[src/rtl/bpu_resolve_queue_if.sv]
// Handshake bundle between fetch/BPU, execute and the branch resolve queue.
// The master side issues predictions and resolves; the slave side is the queue.
interface bpu_resolve_queue_if #(
  parameter int DEPTH  = 4,
  parameter int ADDR_W = 16,
  parameter int CNT_W  = 16
);
  logic                       predict_valid_i;
  logic                       predict_taken_i;
  logic [ADDR_W-1:0]          predict_target_i;
  logic [ADDR_W-1:0]          predict_fall_i;
  logic                       predict_ready_o;
  logic                       resolve_valid_i;
  logic                       resolve_taken_i;
  logic                       conditional_jump_o;
  logic                       shouldnt_jump_o;
  logic                       redirect_o;
  logic [ADDR_W-1:0]          redirect_addr_o;
  logic [$clog2(DEPTH+1)-1:0] occupancy_o;
  logic [CNT_W-1:0]           mispredict_cnt_o;
  logic                       underflow_o;

  modport master (
    output predict_valid_i, predict_taken_i, predict_target_i, predict_fall_i,
    output resolve_valid_i, resolve_taken_i,
    input  predict_ready_o, conditional_jump_o, shouldnt_jump_o, redirect_o,
    input  redirect_addr_o, occupancy_o, mispredict_cnt_o, underflow_o
  );

  modport slave (
    input  predict_valid_i, predict_taken_i, predict_target_i, predict_fall_i,
    input  resolve_valid_i, resolve_taken_i,
    output predict_ready_o, conditional_jump_o, shouldnt_jump_o, redirect_o,
    output redirect_addr_o, occupancy_o, mispredict_cnt_o, underflow_o
  );
endinterface

[src/rtl/bpu_resolve_queue.sv]
// In-flight conditional-branch prediction queue: holds fetch predictions until execute
// resolves them, emits BPU training pulses and a redirect/flush on a misprediction.
module bpu_resolve_queue #(
  parameter int DEPTH  = 4,
  parameter int ADDR_W = 16,
  parameter int CNT_W  = 16
) (
  input  logic               clk_i,
  input  logic               arst_i,
  bpu_resolve_queue_if.slave bq
);
  localparam int PTR_W = $clog2(DEPTH);
  localparam int OCC_W = $clog2(DEPTH + 1);

  logic              taken_mem  [DEPTH];
  logic [ADDR_W-1:0] target_mem [DEPTH];
  logic [ADDR_W-1:0] fall_mem   [DEPTH];

  logic [PTR_W:0]    rd_ptr, wr_ptr;
  logic              full, empty, push, pop, mispredict;
  logic              head_taken;
  logic [ADDR_W-1:0] head_target, head_fall;

  logic              cj_q, sj_q, redirect_q, underflow_q;
  logic [ADDR_W-1:0] redirect_addr_q;
  logic [CNT_W-1:0]  mispredict_cnt_q;

  // Extra pointer bit distinguishes full from empty when the low bits match.
  always_comb begin
    empty       = (rd_ptr == wr_ptr);
    full        = (rd_ptr[PTR_W-1:0] == wr_ptr[PTR_W-1:0]) && (rd_ptr[PTR_W] != wr_ptr[PTR_W]);
    head_taken  = taken_mem[rd_ptr[PTR_W-1:0]];
    head_target = target_mem[rd_ptr[PTR_W-1:0]];
    head_fall   = fall_mem[rd_ptr[PTR_W-1:0]];
    push        = bq.predict_valid_i && !full;
    pop         = bq.resolve_valid_i && !empty;
    mispredict  = pop && (head_taken != bq.resolve_taken_i);
  end

  // A mispredict flush drops any same-cycle enqueue, so the write is suppressed too.
  always_ff @(posedge clk_i) begin
    if (push && !mispredict) begin
      taken_mem[wr_ptr[PTR_W-1:0]]  <= bq.predict_taken_i;
      target_mem[wr_ptr[PTR_W-1:0]] <= bq.predict_target_i;
      fall_mem[wr_ptr[PTR_W-1:0]]   <= bq.predict_fall_i;
    end
  end

  always_ff @(posedge clk_i or negedge arst_i) begin
    if (!arst_i) begin
      rd_ptr <= '0;
      wr_ptr <= '0;
    end else if (mispredict) begin
      rd_ptr <= wr_ptr;
    end else begin
      if (push) wr_ptr <= wr_ptr + 1'b1;
      if (pop)  rd_ptr <= rd_ptr + 1'b1;
    end
  end

  // Training/redirect outputs are registered; the redirect address holds between mispredicts.
  always_ff @(posedge clk_i or negedge arst_i) begin
    if (!arst_i) begin
      cj_q             <= 1'b0;
      sj_q             <= 1'b0;
      redirect_q       <= 1'b0;
      redirect_addr_q  <= '0;
      mispredict_cnt_q <= '0;
      underflow_q      <= 1'b0;
    end else begin
      cj_q       <= pop;
      sj_q       <= pop && !bq.resolve_taken_i;
      redirect_q <= mispredict;
      if (mispredict) begin
        redirect_addr_q <= bq.resolve_taken_i ? head_target : head_fall;
        if (mispredict_cnt_q != '1) mispredict_cnt_q <= mispredict_cnt_q + 1'b1;
      end
      if (bq.resolve_valid_i && empty) underflow_q <= 1'b1;
    end
  end

  assign bq.predict_ready_o    = !full;
  assign bq.conditional_jump_o = cj_q;
  assign bq.shouldnt_jump_o    = sj_q;
  assign bq.redirect_o         = redirect_q;
  assign bq.redirect_addr_o    = redirect_addr_q;
  assign bq.occupancy_o        = OCC_W'(wr_ptr - rd_ptr);
  assign bq.mispredict_cnt_o   = mispredict_cnt_q;
  assign bq.underflow_o        = underflow_q;
endmodule

[src/flat_wrapper.sv]
// flat-port wrapper written by rule: the top's interface ports become plain ports
module bpu_resolve_queue_flat 
#(
  parameter int DEPTH  = 4,
  parameter int ADDR_W = 16,
  parameter int CNT_W  = 16
)
  (clk_i, arst_i, bq_predict_valid_i, bq_predict_taken_i, bq_predict_target_i, bq_predict_fall_i, bq_resolve_valid_i, bq_resolve_taken_i, bq_predict_ready_o, bq_conditional_jump_o, bq_shouldnt_jump_o, bq_redirect_o, bq_redirect_addr_o, bq_occupancy_o, bq_mispredict_cnt_o, bq_underflow_o);
  bpu_resolve_queue_if #(.DEPTH(DEPTH), .ADDR_W(ADDR_W), .CNT_W(CNT_W)) bq_i ();
  input  logic clk_i;
  input  logic arst_i;
  input wire logic [$bits(bq_i.predict_valid_i)-1:0] bq_predict_valid_i;
  input wire logic [$bits(bq_i.predict_taken_i)-1:0] bq_predict_taken_i;
  input wire logic [$bits(bq_i.predict_target_i)-1:0] bq_predict_target_i;
  input wire logic [$bits(bq_i.predict_fall_i)-1:0] bq_predict_fall_i;
  input wire logic [$bits(bq_i.resolve_valid_i)-1:0] bq_resolve_valid_i;
  input wire logic [$bits(bq_i.resolve_taken_i)-1:0] bq_resolve_taken_i;
  output wire logic [$bits(bq_i.predict_ready_o)-1:0] bq_predict_ready_o;
  output wire logic [$bits(bq_i.conditional_jump_o)-1:0] bq_conditional_jump_o;
  output wire logic [$bits(bq_i.shouldnt_jump_o)-1:0] bq_shouldnt_jump_o;
  output wire logic [$bits(bq_i.redirect_o)-1:0] bq_redirect_o;
  output wire logic [$bits(bq_i.redirect_addr_o)-1:0] bq_redirect_addr_o;
  output wire logic [$bits(bq_i.occupancy_o)-1:0] bq_occupancy_o;
  output wire logic [$bits(bq_i.mispredict_cnt_o)-1:0] bq_mispredict_cnt_o;
  output wire logic [$bits(bq_i.underflow_o)-1:0] bq_underflow_o;
  assign bq_i.predict_valid_i = bq_predict_valid_i;
  assign bq_i.predict_taken_i = bq_predict_taken_i;
  assign bq_i.predict_target_i = bq_predict_target_i;
  assign bq_i.predict_fall_i = bq_predict_fall_i;
  assign bq_i.resolve_valid_i = bq_resolve_valid_i;
  assign bq_i.resolve_taken_i = bq_resolve_taken_i;
  assign bq_predict_ready_o = bq_i.predict_ready_o;
  assign bq_conditional_jump_o = bq_i.conditional_jump_o;
  assign bq_shouldnt_jump_o = bq_i.shouldnt_jump_o;
  assign bq_redirect_o = bq_i.redirect_o;
  assign bq_redirect_addr_o = bq_i.redirect_addr_o;
  assign bq_occupancy_o = bq_i.occupancy_o;
  assign bq_mispredict_cnt_o = bq_i.mispredict_cnt_o;
  assign bq_underflow_o = bq_i.underflow_o;
  bpu_resolve_queue #(.DEPTH(DEPTH), .ADDR_W(ADDR_W), .CNT_W(CNT_W)) u_core (.clk_i(clk_i), .arst_i(arst_i), .bq(bq_i));
endmodule
[config.mk]
export PLATFORM = sky130hd
export DESIGN_NAME = bpu_resolve_queue_flat
export DESIGN_NICKNAME = d
export VERILOG_FILES = /design/src/rtl/bpu_resolve_queue_if.sv /design/src/rtl/bpu_resolve_queue.sv /design/src/flat_wrapper.sv
export SDC_FILE = /design/constraint.sdc
export NUM_CORES = 1
export LEC_CHECK = 0
export CAP_MARGIN = 10
export CORE_ASPECT_RATIO = 0.5
export CORE_UTILIZATION = 40
export CTS_CLUSTER_SIZE = 28
export DETAILED_ROUTE_END_ITERATION = 10
export GPL_ROUTABILITY_DRIVEN = 0
export SYNTH_ARGS = -nofsm -noshare
export SYNTH_HDL_FRONTEND = slang
export SYNTH_SLANG_ARGS = --single-unit
[constraint.sdc]
create_clock -name clk_i -period 3.45 [get_ports clk_i]
set_input_delay 0.69 -clock clk_i [delete_from_list [all_inputs] [get_ports clk_i]]
set_output_delay 0.69 -clock clk_i [all_outputs]
set_load 0.1 [all_outputs]
==> metrics.cfg, run 1 <==
[run_status]
status = finished, final reports clean

[clock_tree]
cts_setup_buffers = 0
cts_tree = built
h-tree-depth = 4
cts_hold_buf = 0
root_buffer = clkbuf_16
clock_sinks = 174
tritoncts.num_buffers = 17
path_clk_slew_ps = 70
worst_skew_pair.late_latency_ps = 420
clk_path_buf_depth = 2
postCtsResizedCells = 0

[worst_setup_path]
endpoint_kind = flip-flop
slowest_delay_ps = 420
crit_type = reg -> reg
path_cells = inv_1 > ha_1 > nand2_1 > o21ai_2 > inv_1 > a21oi_2 > and2_2 > buf_12
crit_arrival_ps = 2920
critical_path_required_ps = 3560
ff2ff_path_depth = 8
critPathLaunchType = flip-flop
crit_fanout = 22
crit_path_frequent_cell = inv_1
critical-path-slowest-cell = o21ai_2

[detailed_routing]
wl_um = 12600
vias = 3469
remaining_drc_errors = 0
dr.pass1.iters = 5
ant_nets = 0
via_per_inst = 4.97
drt_iter0_drc = 178
wl_per_cell_um = 18.0

[floorplanning]
dieArea_um2 = 17600
core_um2 = 16500
initial_core_util_pct = 41.2
rows = 33
chipHeight_um = 94.3
die_w_um = 187
ios = 78

[sta]
worstMarginPinSlew_ps = 983
clock_skew_ps = 10.9
min_period_ps = 2800
fin_setup_tns_ps = 0
setup_ws_ps = 649
max_slew_margin_pct = 34.2
drv_slew = 0
fmax_mhz = 357
rsz0062_at_grt = false
setup-violations-final = 0
hold_violations = 0
fin_crit_sh_pct = 81.2

[logic_synthesis]
yosysWarnings = 0
netlist_area_um2 = 6810
ys_top_cells_by_area = edfxtp_1, dfrtp_1, mux4_2
ys_ff_latch = 174
syn_area_per_cell_um2 = 18.8
synth_largest_area_cell = edfxtp_1
synthDistinctLibCells = 35
synth-edff-count = 132
yosysTopAreaCellShare_pct = 58.2
synthArstFlopShare_pct = 24.1
syn_nets = 410
synth_flop_cell = edfxtp_1
syn_inst = 363
ys_seq_area_share_pct = 73.6

[finish]
areaGrowthSynthToFinish_pct = 24.6
final_layout_size_suffix_gt1_share_pct = 22.7
nets = 505
diodes = 0

[run]
maxCapViolCount = 0

[placed_design]
hpwlAfterDp_um = 7890
port_buffers = 77
pre_cts_ws_ps = 636

[global_routing]
antenna_found_initial = 0
grt_pass1_wl_um = 19900
grt_use_total_pct = 15.5
grt_pass1_vias = 3601
grt_overflow = 0
grt_max_degree = 37

[power_and_ir_drop]
power_density_nw_per_um2 = 1020
vdd_drop_max_mv = 0.508
leakagePower_nw = 3.03

[hold_path]
hp-class = in -> async

-- layout make-up --
class | instances | area, µm²
Multi-Input combinational cell | 168 | 1710
Timing Repair Buffer | 90 | 893
Tap cell | 227 | 284
Inverter | 7 | 26.3
Clock inverter | 14 | 134
Sequential cell | 174 | 5020
Clock buffer | 18 | 429
Fill cell | 1411 | 8030
-- stage by stage --
step           cells  instance area, µm²  hold WS (ps)  util (%)  power [W]
3_5_place_dp     666                7930           474      48.0    0.00694
2_1_floorplan    363                6810           394         -    0.00587
3_3_place_gp     666                7930           467      48.0    0.00691
4_1_cts          698                8490           387      51.4    0.00878
6_report         698                8490           365      51.4    0.00867
5_1_grt          698                8490           417      51.4    0.00909
-- per-layer routing --
layer  wire length [µm]  track usage, %  vias to the layer above
met5                  0               0                        -
met3                409            3.55                       11
met4                 98            5.12                        0
met2               6120            26.2                       63
li1                   -               -                     1607
met1               5960            20.0                     1788
-- layout by cell type (no fill, tap or decap), types with 8 or more instances in the layout --
cell type / netlist / routed
mux4_2: 33 / 33
clkdlybuf4s50_1: 0 / 58
clkbuf_16: 0 / 17
nor2_1: 23 / 23
dfrtp_1: 42 / 41
mux2i_1: 16 / 16
ha_1: 8 / 8
nand2_1: 11 / 11
a21oi_1: 16 / 16
edfxtp_1: 132 / 132
buf_4: 0 / 25
xnor2_1: 15 / 15
-- synth_stat cells, types with 2 or more instances --
cell type / count
xnor2_1: 15
mux4_2: 33
clkbuf_1: 5
nand3_1: 6
mux2_2: 2
nor2_1: 23
edfxtp_1: 132
buf_6: 2
and2_1: 4
nand2_1: 11
inv_1: 7
a21oi_1: 16
nand4_1: 6
o21ai_0: 2
buf_1: 2
and3_1: 3
dfrtp_1: 42
ha_1: 8
nor3_1: 4
a31oi_1: 3
xor2_1: 4
mux2i_1: 16
buf_2: 5
-- path summary, 6_finish.rpt --
| kind | startpoint | endpoint | slack, ps |
|---|---|---|---|
| worst max register to register | u_core.wr_ptr[0]$_DFFE_PN0P_ | u_core.fall_mem[2][4]$_DFFE_PP_ | 650 |
| min in group clk_i | u_core.bq.underflow_o$_DFFE_PN0P_ | u_core.bq.underflow_o$_DFFE_PN0P_ | 480 |
| worst min register to register | u_core.bq.underflow_o$_DFFE_PN0P_ | u_core.bq.underflow_o$_DFFE_PN0P_ | 480 |
| max in group asynchronous | arst_i | u_core.wr_ptr[0]$_DFFE_PN0P_ | 2380 |
| worst max-delay path | u_core.wr_ptr[0]$_DFFE_PN0P_ | u_core.fall_mem[2][4]$_DFFE_PP_ | 650 |
| worst min-delay path | arst_i | u_core.bq.mispredict_cnt_o[10]$_DFFE_PN0P_ | 360 |
-- flip-flops by register name, indices dropped and copies added (netlist names) --
signal / cells
u_core.bq.redirect_addr_o: 16
u_core.bq.redirect_o: 1
u_core.taken_mem: 4
u_core.rd_ptr: 3
u_core.bq.shouldnt_jump_o: 1
u_core.target_mem: 64
u_core.bq.mispredict_cnt_o: 16
u_core.wr_ptr: 3
u_core.bq.underflow_o: 1
u_core.bq.conditional_jump_o: 1
u_core.fall_mem: 64
-- cells by family (layout without fill, tap and decap cells) --
logic type	count (synthesis)	after routing	share of synthesized area, %
xor+xnor	20	20	2.68
compound gates	28	28	2.77
mux	51	51	13.6
simple gates	60	60	4.08
fa+ha+maj	9	9	1.76
buf+inv	21	129	1.47
flops	174	174	73.6
-- worst max-delay path, delay by kind of cell (launching register included) --
| kind | cells | cell delay (ps) |
|---|---|---|
| adders and majority gates | 1 | 360 |
| DFF | 1 | 370 |
| buffers and inverters | 3 | 540 |
| AOI/OAI and AO/OA | 2 | 710 |
| and+or+nand+nor | 2 | 500 |
-- where the power goes --
group	internal, W	switching (W)	total [W]	leakage [nW]
combinational	0.00124	0.00259	0.00383	1.04
clock	0.00101	0.000814	0.00182	0.273
sequential	0.00281	0.000203	0.00302	1.71
total	0.00506	0.00361	0.00867	3.03
No activity file was read; power rests on OpenSTA's default activity.
==> run 2: changes to the inputs <==
clock period = 2.75 ns   (was 3.45 ns; I/O delays follow)
==> run 2 against run 1 <==
Wire length down 1.2%. Via count up 0.92%. Critical endpoint is now bq_occupancy_o[2]. Cell count up 1.6%. Largest cell class unchanged.
==> metrics.cfg, run 2 (synthesis gave the netlist of run 1 again) <==
[finish]
nets = 516
final_common_cell = edfxtp_1
final_cell_mix = edfxtp_1, buf_4, dfrtp_1
final_core_util_pct = 52.1
stdcell_area_um2 = 8600
areaGrowthSynthToFinish_pct = 26.3
diodes = 0
fillers = 1359
final_layout_size_suffix_gt1_share_pct = 29.5

[worst_setup_path]
endpoint_kind = primary output
ff2ff_path_depth = 8
critPathLaunchType = flip-flop
crit_arrival_ps = 2010
r2r-start = u_core.wr_ptr[0]$_DFFE_PN0P_
r2r_slack_ps = 470
r2r-end = u_core.fall_mem[3][4]$_DFFE_PP_
crit_type = reg -> out
crit_fanout = 20
critical_path_required_ps = 2200

[floorplanning]
core_um2 = 16500
dieArea_um2 = 17600
die_w_um = 187
chipHeight_um = 94.3
initial_core_util_pct = 41.2
ios = 78
rows = 33

[clock_tree]
worst_skew_pair.late_latency_ps = 430
clk_path_buf_depth = 2
cts_tree = built
postCtsResizedCells = 0
h-tree-depth = 4
path_clk_slew_ps = 70
clock_sinks = 174
cts_hold_buf = 0
root_buffer = clkbuf_16
tritoncts.num_buffers = 17
cts_setup_buffers = 0

[sta]
fmax_mhz = 391
fin_crit_sh_pct = 93.0
clock_skew_ps = 19.1
rsz0062_at_grt = false
setup-violations-final = 0
min_period_ps = 2560
drv_slew = 0
timing.hold.ws_ps = 141
max_slew_margin_pct = 59.7
worstMarginPinSlew_ps = 605
hold_violations = 0

[detailed_routing]
drt_iter0_drc = 145
route.met2.wl_um = 5920
remaining_drc_errors = 0
wl_met1_um = 5910
wl_um = 12400
via_per_inst = 4.94
wl_per_cell_um = 17.5
vias = 3501
ant_nets = 0
dr.pass1.iters = 4
route.met3.wl_um = 542
highest_layer = met4

[global_routing]
grt_pass1_wl_um = 20100
grt_max_degree = 26
grt_pass1_vias = 3571
antenna_found_initial = 0
grt_overflow = 0
grt_use_total_pct = 15.5

[run_status]
status = finished, final reports clean

[placed_design]
port_buffers = 77
place_area_um2 = 8000
hpwlAfterDp_um = 8230

[power_and_ir_drop]
vdd_drop_max_mv = 0.973
leakagePower_nw = 3.14
power_density_nw_per_um2 = 1290

[hold_path]
hp-class = in -> async

[run]
maxCapViolCount = 0

## run 2: worst max-delay path by stage
stage          cells past startpoint                         start                                 to
2_1_floorplan                      9  u_core.rd_ptr[1]$_DFFE_PN0P_    u_core.fall_mem[0][0]$_DFFE_PP_
3_3_place_gp                       5            bq_resolve_taken_i  u_core.target_mem[3][0]$_DFFE_PP_
3_5_place_dp                       5            bq_resolve_taken_i  u_core.target_mem[3][0]$_DFFE_PP_
4_1_cts                            4  u_core.rd_ptr[1]$_DFFE_PN0P_                  bq_occupancy_o[2]
5_1_grt                            4  u_core.rd_ptr[1]$_DFFE_PN0P_                  bq_occupancy_o[2]
6_report                           4  u_core.rd_ptr[1]$_DFFE_PN0P_                  bq_occupancy_o[2]
## run 2: critical path, stage by stage (launching register included)
cell	delay [ps]
dfrtp_1	420
buf_4	260
fa_1	470
xnor2_2	240
buf_12	200
## run 2: layer usage
metal	up-vias	GRT usage [%]
li1	1634	-
met1	1784	21.2
met2	77	24.8
met3	6	3.66
met4	0	5.05
met5	-	0
## run 2: through the flow
stage          setup TNS [ps]  std cells  setup slack [ps]  total power (W)
3_5_place_dp                0        677               203          0.00887
6_report                    0        709               193           0.0111
3_3_place_gp                0        677               212          0.00884
5_1_grt                     0        709              93.2           0.0117
4_1_cts                     0        709               149           0.0112
2_1_floorplan           -6590        363             -66.6          0.00739
## run 2: where the power goes
group	leakage, nW	switching [W]	internal (W)
clock network	0.291	0.00112	0.00123
registers	1.71	0.000266	0.00353
logic	1.14	0.00327	0.00168
total	3.14	0.00465	0.00643
## run 2: area by class of cell
type | instances | area (µm²) | share of cell area (%)
Inverter | 7 | 26.3 | 0.306
Tap cell | 227 | 284 | 3.30
Clock inverter | 14 | 170 | 1.98
Sequential cell | 174 | 5020 | 58.3
Multi-Input combinational cell | 168 | 1710 | 19.9
Clock buffer | 18 | 429 | 4.99
Timing Repair Buffer | 101 | 958 | 11.1
